`src/rtl/bp_be_pkg.sv`:
```
// Shared back-end definitions: the FE queue packet layout and its width.
package bp_be_pkg;

  // Packet handed from the front end to the back end.
  typedef struct packed {
    logic [1:0]  msg_type;
    logic [38:0] pc;
    logic [31:0] instr;
  } bp_fe_queue_s;

  localparam int fe_queue_width_lp = $bits(bp_fe_queue_s);

  function automatic bit is_pow2(input int n);
    return (n >= 2) && ((n & (n - 1)) == 0);
  endfunction

endpackage

```
`src/rtl/bp_be_fe_queue_ptr.sv`:
```
// Circular pointer with a wrap bit. The wrap bit is the MSB of a ptr_w+1 bit
// counter, so a plain increment rolls the index modulo els_p and toggles wrap.
module bp_be_fe_queue_ptr #(
  parameter  int els_p     = 8,
  localparam int ptr_w_lp  = $clog2(els_p)
) (
  input  logic                clk_i,
  input  logic                reset_i,
  input  logic                clear_i,
  input  logic                inc_i,
  output logic [ptr_w_lp-1:0] ptr_o,
  output logic                wrap_o
);

  logic [ptr_w_lp:0] ptr_q, ptr_d;

  // Next pointer: advance by one on increment.
  always_comb begin
    ptr_d = ptr_q;
    if (inc_i) ptr_d = ptr_q + (ptr_w_lp+1)'(1);
  end

  // Pointer register; reset and flush both return to slot 0, wrap 0.
  always_ff @(posedge clk_i) begin
    if (reset_i || clear_i) ptr_q <= '0;
    else                    ptr_q <= ptr_d;
  end

  assign ptr_o  = ptr_q[ptr_w_lp-1:0];
  assign wrap_o = ptr_q[ptr_w_lp];

endmodule

```
`src/rtl/bp_be_fe_queue_buffer.sv`:
```
// FE-to-BE packet FIFO with single-cycle flush and occupancy reporting.
// Ready never looks at valid, and a full buffer refuses even when the head is
// leaving in the same cycle, keeping ready off any long combinational path.
module bp_be_fe_queue_buffer
  import bp_be_pkg::*;
#(
  parameter  int els_p    = 8,
  parameter  int width_p  = fe_queue_width_lp,
  parameter  int hwm_p    = 6,
  localparam int ptr_w_lp = $clog2(els_p),
  localparam int cnt_w_lp = $clog2(els_p+1)
) (
  input  logic                clk_i,
  input  logic                reset_i,

  input  logic [width_p-1:0]  fe_queue_i,
  input  logic                fe_queue_v_i,
  output logic                fe_queue_ready_and_o,

  output logic [width_p-1:0]  fe_queue_o,
  output logic                fe_queue_v_o,
  input  logic                fe_queue_ready_and_i,

  input  logic                clear_i,
  output logic [cnt_w_lp-1:0] count_o,
  output logic                almost_full_o,
  output logic                empty_o
);

  logic [els_p-1:0][width_p-1:0] mem_q;
  logic [ptr_w_lp-1:0]           wptr, rptr;
  logic                          wwrap, rwrap;
  logic [cnt_w_lp-1:0]           count_q, count_d;
  logic                          full, empty, enq, deq;

  bp_be_fe_queue_ptr #(.els_p(els_p)) u_wptr (
    .clk_i   (clk_i),
    .reset_i (reset_i),
    .clear_i (clear_i),
    .inc_i   (enq),
    .ptr_o   (wptr),
    .wrap_o  (wwrap)
  );

  bp_be_fe_queue_ptr #(.els_p(els_p)) u_rptr (
    .clk_i   (clk_i),
    .reset_i (reset_i),
    .clear_i (clear_i),
    .inc_i   (deq),
    .ptr_o   (rptr),
    .wrap_o  (rwrap)
  );

  assign full  = (wptr == rptr) && (wwrap != rwrap);
  assign empty = (wptr == rptr) && (wwrap == rwrap);

  assign fe_queue_ready_and_o = ~full & ~clear_i & ~reset_i;
  assign fe_queue_v_o         = ~empty & ~clear_i;
  assign fe_queue_o           = mem_q[rptr];

  assign enq = fe_queue_v_i & fe_queue_ready_and_o;
  assign deq = fe_queue_v_o & fe_queue_ready_and_i;

  // Packet storage; contents survive reset and flush, only pointers move.
  always_ff @(posedge clk_i) begin
    if (enq) mem_q[wptr] <= fe_queue_i;
  end

  // Occupancy next-state: up on enq alone, down on deq alone.
  always_comb begin
    count_d = count_q;
    if (enq && !deq)      count_d = count_q + cnt_w_lp'(1);
    else if (deq && !enq) count_d = count_q - cnt_w_lp'(1);
  end

  // Occupancy register.
  always_ff @(posedge clk_i) begin
    if (reset_i || clear_i) count_q <= '0;
    else                    count_q <= count_d;
  end

  assign count_o       = count_q;
  assign almost_full_o = (count_q >= cnt_w_lp'(hwm_p));
  assign empty_o       = (count_q == '0);

`ifndef SYNTHESIS
  // Simulation sanity: clean handshake inputs, legal parameters, bounded count.
  always_ff @(posedge clk_i) begin
    if (!reset_i) begin
      assert (!$isunknown(fe_queue_v_i))         else $error("fe_queue_v_i is X");
      assert (!$isunknown(fe_queue_ready_and_i)) else $error("fe_queue_ready_and_i is X");
      assert (is_pow2(els_p))                    else $error("els_p not a power of two");
      assert (hwm_p >= 1 && hwm_p <= els_p)      else $error("hwm_p out of range");
      assert (count_q <= cnt_w_lp'(els_p))       else $error("count overflow");
    end
  end
`endif

endmodule

```
`config.mk`:
```
export PLATFORM = sky130hd
export DESIGN_NAME = bp_be_fe_queue_buffer
export DESIGN_NICKNAME = d
export VERILOG_FILES = /design/src/rtl/bp_be_pkg.sv /design/src/rtl/bp_be_fe_queue_ptr.sv /design/src/rtl/bp_be_fe_queue_buffer.sv
export SDC_FILE = /design/constraint.sdc
export NUM_CORES = 1
export LEC_CHECK = 0
export CAP_MARGIN = 10
export CORE_MARGIN = 8
export CORE_UTILIZATION = 58
export DETAILED_ROUTE_END_ITERATION = 10
export GPL_TIMING_DRIVEN = 0
export PLACE_DENSITY = 0.79
export SYNTH_ARGS = -nofsm -noshare
export SYNTH_HDL_FRONTEND = slang
export SYNTH_SLANG_ARGS = --single-unit
```
`constraint.sdc`:
```
create_clock -name clk_i -period 9.99 [get_ports clk_i]
set_input_delay 1.998 -clock clk_i [delete_from_list [all_inputs] [get_ports clk_i]]
set_output_delay 1.998 -clock clk_i [all_outputs]
set_load 0.01 [all_outputs]
```
======== Word-level counts from Yosys, hierarchy flattened ========
Cells that the tools add are included.
operators by class
  eq/ne operators ......................... 3
  add/subtract/negate cells ............... 4
  bitwise operators ....................... 9
  reduce and logical (&&, ||, !) cells .... 10
  mux-type cells .......................... 7
  $lt $le $gt $ge ......................... 4
operator list
  cell                                                         count
  bitwise mux 584 bit                                          1
  binary-select mux 73 bit (select 3 bit)                      1
  demux 73 bit (select 3 bit)                                  1
  two-way mux 73 bit                                           2
  adder 4 x 1 -> 4 bit (second input constant)                 3
  less-than comparator 3 x 4 -> 1 bit (second input constant)  2
  two-way mux 4 bit                                            2
  bitwise AND 1 bit                                            5
  logical AND 1 bit                                            5
  >= comparator 4 x 3 -> 1 bit (second input constant)         1
  logical NOT 4 bit                                            1
  inverter 1 bit                                               4
  subtractor 4 x 1 -> 4 bit (second input constant)            1
  equality test 3 bit                                          1
  >= comparator 3 x 1 -> 1 bit (second input constant)         1
  logical NOT 1 bit                                            2
  nonzero test 2 bit                                           1
  equality test 1 bit                                          1
  logical OR 1 bit                                             1
  != test 1 bit                                                1
storage, ports and cells
  output and inout bits ................... 81
  input port bits ......................... 78
  logic and storage cells ................. 48
  bits in registers ....................... 596

======== Longest topological paths before layout ========
Gate-level depths: netlist (run 1).
  depth in word-level cells ............... 10
  gate-level depth with buffers ........... 12

======== Hierarchy ========
Synthesis (run 1) repeated with hierarchy kept, for this count alone.
second synthesis, totals
  cells, all modules ...................... 934
  area, all modules ....................... 22698.0 sq um
by module, submodules not included
  module                 area each (sq um)  cells each  seq. area each (sq um)  times used
  bp_be_fe_queue_buffer  22342.7            900         17616.9                 1
  bp_be_fe_queue_ptr     177.7              17          80.1                    2

======== Least setup slack after synthesis (run 1) ========
OpenSTA, ideal clock, no wires.
  kind .................................... input to register
  start ................................... input clear_i
  end ..................................... register mem_q[292] (netlist bit), enable pin
  path slack .............................. 1.558 ns
  setup time .............................. 0.594 ns
  cell stages on the path ................. 5
  arrival time ............................ 7.839 ns
  cell sequence ........................... or2_1 -> buf_2 -> a41oi_4 -> nand2_2 -> nor3_1
on the way
  word-level cells in the longest chain between the ends .. 4
RTL lines
  what                            line                         RTL
  start, declared                 bp_be_fe_queue_buffer.sv:24  input logic clear_i,
  inverter 1 bit                  bp_be_fe_queue_buffer.sv:57  assign fe_queue_ready_and_o = ~full & ~clear_i & ~reset_i;
  bitwise AND 1 bit (2 in a row)  bp_be_fe_queue_buffer.sv:57
  via fe_queue_ready_and_o        bp_be_fe_queue_buffer.sv:18  output logic fe_queue_ready_and_o,
  bitwise AND 1 bit               bp_be_fe_queue_buffer.sv:61  assign enq = fe_queue_v_i & fe_queue_ready_and_o;
  end signal, assigned by index   bp_be_fe_queue_buffer.sv:66  if (enq) mem_q[wptr] <= fe_queue_i;
  end, declared                   bp_be_fe_queue_buffer.sv:30  logic [els_p-1:0][width_p-1:0] mem_q;
The timed path passes the listed nets, and every way through them passes these cells.
A chain may end at the register's enable or synchronous reset.

======== Final worst setup path (run 1) ========
  start ................................... input clear_i
  end ..................................... output fe_queue_ready_and_o
on the way
  word-level cells in the longest chain between the ends .. 3
RTL lines
  what                            line
  inverter 1 bit                  bp_be_fe_queue_buffer.sv:57
  bitwise AND 1 bit (2 in a row)  bp_be_fe_queue_buffer.sv:57
  end, declared                   bp_be_fe_queue_buffer.sv:18
No other way between the ends.

==> results.py, run 1 <==
metrics = {
    "status": {
        "status": "complete, no violations",
    },
    "sta": {
        "fin_tns_setup_ns": 0,
        "hold_viol": 0,
        "max_freq_mhz": 173,
        "period_needed_ns": 5.78,
        "skew_ns": 0.00955,
        "maxSlewViolCount": 0,
        "fin_crit_sh_pct": 57.9,
        "worst_slew_pin_slew_ns": 1.00,
        "setup_viol": 0,
        "rsz0062_at_grt": "no",
        "slew_headroom_pct": 32.7,
    },
    "synthesis": {
        "ys_ff_latch": 596,
        "syn_inst": 1093,
        "synthDominantCellAreaShare_pct": 76.8,
        "synth_edf_count": 584,
        "async_flop_share_pct": 0,
        "yosys-top-cells-area": "edfxtp_1 77%, mux4_2 14%, nand2_1 3.7%",
        "ys.flop_type": "edfxtp_1",
        "yosysUniqueCellTypes": 37,
        "syn_nets": 1177,
        "syn-cell-area_sq_um": 22800,
        "syn_avg_cell_area_sq_um": 20.9,
        "yosysSeqAreaShare_pct": 77.9,
        "synth_most_common_cell": "edfxtp_1",
        "yosysWarnings": 0,
        "yosys.area.top_type": "edfxtp_1",
        "synth_common_cells": "584 x edfxtp_1, 225 x nand2_1, 141 x mux4_2",
    },
    "power": {
        "power_frac_clock_pct": 41.9,
        "p_per_area_nw_per_um2": 182,
        "seqPwrFrac_pct": 55.0,
        "p_total_mw": 5.02,
        "p_comb_share_pct": 3.1,
        "cellLeakagePower_nw": 8.99,
        "p_int_mw": 4.06,
        "vdd.ir_drop.worst_mv": 0.158,
        "switching_share_pct": 19.2,
        "p_sw_uw": 965,
    },
    "worst_hold_path": {
        "hold_path_class": "reg2reg",
    },
    "drt": {
        "vias": 11259,
        "drt-pass1-iter-count": 5,
        "viasPerCell": 5.88,
        "drc": 0,
        "wl_per_cell_um": 25.0,
        "wl_um": 48000,
        "ant_nets": 0,
        "first_iter_violations": 1067,
    },
    "setup_path": {
        "crit_family": "buffers and inverters",
        "cpMostUsedCell": "clkdlybuf4s50_1",
        "critPathBufInv": 3,
        "end_kind": "output pin",
        "rrSetupSlack_ns": 6.68,
        "critical_path.cell_chain": "clkdlybuf4s50_1, or2_1, buf_2, a41oi_4, clkdlybuf4s50_1",
        "cp_data_arrival_time_ns": 3.79,
        "critPathKind": "in2out",
        "startpoint_type": "input port",
        "slowest_stage": "clkdlybuf4s50_1",
        "critical_path.max_fanout": 8,
        "cpPeakStageDelay_ns": 0.60,
        "crit_required_ns": 7.99,
    },
    "clock_network": {
        "cts_buffer_depth": 3,
        "clk_latency_ns": 0.59,
        "cts_sinks": 596,
        "path_clk_slew_ns": 0.06,
        "post_cts_resized": 0,
        "cts_buffers": 57,
        "ctsHoldBuffers": 0,
        "htree_levels": 2,
        "cts_setup_buffers": 0,
        "cts_tree": "yes",
        "clockRootBuffer": "clkbuf_16",
    },
    "placement": {
        "portBuffers": 158,
        "gp_congestion": 0.708,
        "hpwl_um": 31000,
    },
    "finish": {
        "drive_above_1_share_pct": 22.7,
        "multi_input_area_sq_um": 4720,
        "finish.net_count": 1440,
        "seq_area_sq_um": 17800,
        "syn_to_final_growth_pct": 20.6,
        "fillers": 2315,
        "n_antenna_cell": 0,
    },
    "grt": {
        "grt-ovfl-total": 0,
        "grt_util_met2_pct": 35.2,
        "grt_pass1_vias": 11869,
        "grt_max_degree": 40,
        "antenna_found_initial": 3,
        "busiest_layer": "met2",
        "grt_pass1_wl_um": 73100,
        "track_usage_pct": 21.0,
        "met3_usage_pct": 4.78,
        "gr-usage-met1_pct": 27.9,
    },
    "die": {
        "die_x_um": 214,
        "die_area_sq_um": 46000,
        "die_h_um": 214,
        "io_pins": 159,
        "start_util_pct": 58.9,
        "fp-row-count": 72,
        "coreArea_sq_um": 38700,
    },
    "job": {
        "max_cap_violations": 0,
    },
}
==> metrics by stage <==
step                cells  util [%]  instance area [sq um]  hold slack, ns  setup WS [ns]
finish               1916      71.1                  27500           0.525           4.21
global route         1916      71.1                  27500           0.542           4.14
CTS                  1916      71.1                  27500           0.535           4.20
detailed placement   1815      66.4                  25700           0.520           4.22
global placement     1769      64.7                  25100           0.484          -3.53
floorplan            1093         -                  22800           0.471           1.56
==> cells by family (layout without fill, tap and decap cells) <==
group | Yosys count | after routing | synth area share [%]
buffers and inverters | 63 | 368 | 1.68
multiplexers | 151 | 151 | 14.7
adder cells (fa/ha/maj) | 6 | 6 | 0.362
XOR/XNOR | 8 | 8 | 0.406
flip-flops | 596 | 596 | 77.9
AND/OR/NAND/NOR | 255 | 255 | 4.40
AO/OA/AOI/OAI | 14 | 14 | 0.597
==> final timing paths <==
check | depth (start not counted) | startpoint | endpoint
setup / recovery | 5 | clear_i | fe_queue_ready_and_o
hold / removal | 1 | u_wptr.ptr_q[3] | u_wptr.ptr_q[3]
setup reg to reg | 9 | u_wptr.ptr_q[0] | mem_q[326]
hold reg to reg | 1 | u_wptr.ptr_q[3] | u_wptr.ptr_q[3]
==> power by group through the flow <==
stage,clock network [mW],registers [mW],logic [mW]
2_1_floorplan,0,2.82,0.0554
5_1_grt,2.23,2.76,0.169
3_3_place_gp,0,2.82,0.146
4_1_cts,2.14,2.76,0.159
6_report,2.10,2.76,0.157
3_5_place_dp,0,2.82,0.158
==> sequential cells by signal (all words and copies together) (netlist names) <==
signal and count:
u_rptr.ptr_q 4, count_o 4, u_wptr.ptr_q 4, mem_q 584
==> per-layer routing <==
metal | vias to the layer above | routed length, um
li1 | 4897 | -
met1 | 5898 | 19500
met2 | 391 | 24400
met3 | 67 | 3130
met4 | 6 | 927
met5 | - | 40
==> layout by cell type (no fill, tap or decap), types with 2 or more instances in the layout <==
master	Yosys	final
nand3_1	7	7
inv_1	8	7
bufinv_16	0	7
clkbuf_16	0	57
dfxtp_1	12	12
nand2_1	225	225
mux4_2	141	141
buf_16	0	3
buf_6	14	42
clkinv_2	0	10
nor2_1	9	7
edfxtp_1	584	584
clkinv_4	0	2
buf_4	1	5
buf_2	21	21
buf_12	0	4
mux2i_1	5	5
clkinv_1	0	12
a41oi_4	2	2
buf_8	1	8
xnor2_2	3	3
clkbuf_1	18	28
clkdlybuf4s50_1	0	158
clkinvlp_4	0	3
xor2_1	2	2
a21oi_1	4	4
a21o_1	3	3
nor2_4	0	2
nor3_2	0	4
nand2b_1	2	2
xnor2_1	3	3
ha_1	5	5
mux4_1	5	5
==> layout make-up <==
class	count	area share [%]
multi-input cells	434	17.1
flip-flops and latches	596	64.6
clock buffers	67	5.32
inverters	8	0.118
plain buffers	55	1.28
clock inverters	34	1.25
repair buffers	204	7.97
well taps	518	2.35
No activity file was read; power rests on OpenSTA's default activity.
==> run 2, diff against run 1 <==
==> constraint.sdc (replaced) <==
create_clock -name clk_i -period 6 [get_ports clk_i]
set_input_delay 1.2 -clock clk_i [delete_from_list [all_inputs] [get_ports clk_i]]
set_output_delay 1.2 -clock clk_i [all_outputs]
set_load 0.01 [all_outputs]
==> run 2 against run 1 <==
Compared with the run above: clock power rose by 57%; die area did not move; core utilization fell by 0.19 points; total power rose by 62%; sequential power rose by 67%; clock skew rose by 0.0037 ns; critical path depth rose by 2; combinational power rose by 66%; critical endpoint is now fe_queue_o[1]; largest power group unchanged; final cell count fell by 0.10%; first-iteration DRC count fell by 4.8%; via count rose by 0.29%.
==> results.py, run 2 (same netlist as run 1, synthesis figures left out) <==
metrics = {
    "clock_network": {
        "clk_latency_ns": 0.59,
        "clockRootBuffer": "clkbuf_16",
        "cts_buffers": 57,
        "cts_buffer_depth": 3,
        "cts_tree": "yes",
        "htree_levels": 2,
        "post_cts_resized": 0,
        "cts_sinks": 596,
        "path_clk_slew_ns": 0.06,
        "ctsHoldBuffers": 0,
        "cts_setup_buffers": 0,
    },
    "finish": {
        "largest_reg_flops": 584,
        "multi_input_area_sq_um": 4720,
        "utilization_pct": 70.9,
        "syn_to_final_growth_pct": 20.3,
        "fillers": 2299,
        "final_common_cell": "edfxtp_1",
        "drive_above_1_share_pct": 22.5,
        "final_area_sq_um": 27500,
        "finish.net_count": 1440,
        "seq_area_sq_um": 17800,
        "regMostFlops": "mem_q",
        "final_cell_mix": "584 x edfxtp_1, 225 x nand2_1, 158 x clkdlybuf4s50_1",
    },
    "setup_path": {
        "cp_data_arrival_time_ns": 3.23,
        "rr_endpoint": "mem_q[403]",
        "end_kind": "output pin",
        "rrSetupSlack_ns": 2.92,
        "cpPeakStageDelay_ns": 0.59,
        "crit_required_ns": 4.80,
        "worstSetupStartpoint": "u_rptr.ptr_q[1]",
        "rr_worst_depth": 8,
        "critPathKind": "reg2out",
        "worst-path-stages": 7,
        "startpoint_type": "flip-flop",
        "rr_startpoint": "u_wptr.ptr_q[0]",
        "critical_path.cell_chain": "buf_2, clkbuf_1, buf_2, mux4_2, nand2_1, nand2_1, clkdlybuf4s50_1",
        "critical_path.max_fanout": 10,
        "endpoint": "fe_queue_o[1]",
        "critPathBufInv": 4,
        "slowest_stage": "clkbuf_1",
        "crit_family": "buffers and inverters",
    },
    "grt": {
        "grt_pass1_wl_um": 72200,
        "track_usage_pct": 20.6,
        "antenna_found_initial": 3,
        "grt_max_degree": 42,
        "grt-ovfl-total": 0,
        "grt_pass1_vias": 11796,
    },
    "drt": {
        "drc": 0,
        "first_iter_violations": 1016,
        "wl_um": 47500,
        "ant_nets": 0,
        "viasPerCell": 5.90,
        "drt-pass1-iter-count": 7,
        "wl_per_cell_um": 24.8,
        "vias": 11292,
    },
    "sta": {
        "fin_tns_setup_ns": 0,
        "max_freq_mhz": 226,
        "setup_ws_ns": 1.57,
        "worst_slew_pin_slew_ns": 1.05,
        "fin_crit_sh_pct": 73.9,
        "skew_ns": 0.0133,
        "maxSlewViolCount": 0,
        "setup_viol": 0,
        "rsz0062_at_grt": "no",
        "period_needed_ns": 4.43,
        "slew_headroom_pct": 29.5,
        "hold_viol": 0,
    },
    "placement": {
        "hpwl_um": 30700,
        "portBuffers": 158,
        "gp_congestion": 0.714,
        "placed_area_sq_um": 25800,
        "pre_cts_slack_ns": 1.66,
    },
    "die": {
        "die_x_um": 214,
        "io_pins": 159,
        "coreArea_sq_um": 38700,
        "start_util_pct": 58.9,
        "fp-row-count": 72,
        "die_h_um": 214,
        "die_area_sq_um": 46000,
    },
    "worst_hold_path": {
        "hold_path_class": "reg2reg",
        "whs_path_depth": 2,
    },
    "power": {
        "cellLeakagePower_nw": 8.95,
        "p_total_mw": 8.16,
        "p_per_area_nw_per_um2": 297,
        "vdd.ir_drop.worst_mv": 0.244,
    },
    "job": {
        "max_cap_violations": 0,
    },
    "status": {
        "status": "complete, no violations",
    },
}
## run 2: cell types whose count changed in the layout (fill, tap and decap cells not counted), sizes merged
cell | before | now
inv | 8 | 10
bufinv | 7 | 3
clkinvlp | 3 | 0
clkbuf | 85 | 92
diode | 0 | 2
clkinv | 24 | 18
## run 2: layout make-up
type                    instances  share of cell area [%]
diodes                          2                  0.0182
plain buffers                  55                    1.29
clock buffers                  74                    5.43
clock inverters                23                   0.697
inverters                       8                   0.118
multi-input cells             434                    17.2
flip-flops and latches        596                    64.7
well taps                     518                    2.36
repair buffers                204                    8.15
## run 2: per-layer routing
layer  track usage [%]  vias to the layer above  wire length, um
li1                  -                     4899                -
met1              27.7                     5916            19400
met2              34.7                      403            23900
met3              4.26                       72             3320
met4              5.16                        2              902
met5                 0                        -               12
## run 2: worst min path at each step
stage / slack [ns] / end / startpoint
2_1_floorplan: 0.47 / u_wptr.ptr_q[3] / u_wptr.ptr_q[3]
3_3_place_gp: 0.48 / u_wptr.ptr_q[3] / u_wptr.ptr_q[3]
3_5_place_dp: 0.53 / u_wptr.ptr_q[3] / u_wptr.ptr_q[3]
4_1_cts: 0.55 / u_wptr.ptr_q[3] / u_wptr.ptr_q[3]
5_1_grt: 0.58 / u_wptr.ptr_q[3] / u_wptr.ptr_q[3]
6_report: 0.54 / u_wptr.ptr_q[3] / u_wptr.ptr_q[3]
## run 2: metrics by stage
stage	hold slack, ns	cells
3_3_place_gp	0.484	1769
4_1_cts	0.547	1912
2_1_floorplan	0.471	1093
5_1_grt	0.579	1912
3_5_place_dp	0.529	1815
6_report	0.544	1914
## run 2: tightest hold or removal path, cell delays in order (launching register included)
cell	delay, ns
dfxtp_1	0.35
nand2_1	0.07
mux2i_1	0.07
## run 2: report_power, final
part | internal (mW) | switching [mW]
combinational | 0.131 | 0.130
clock | 1.86 | 1.43
sequential | 4.59 | 0.00672
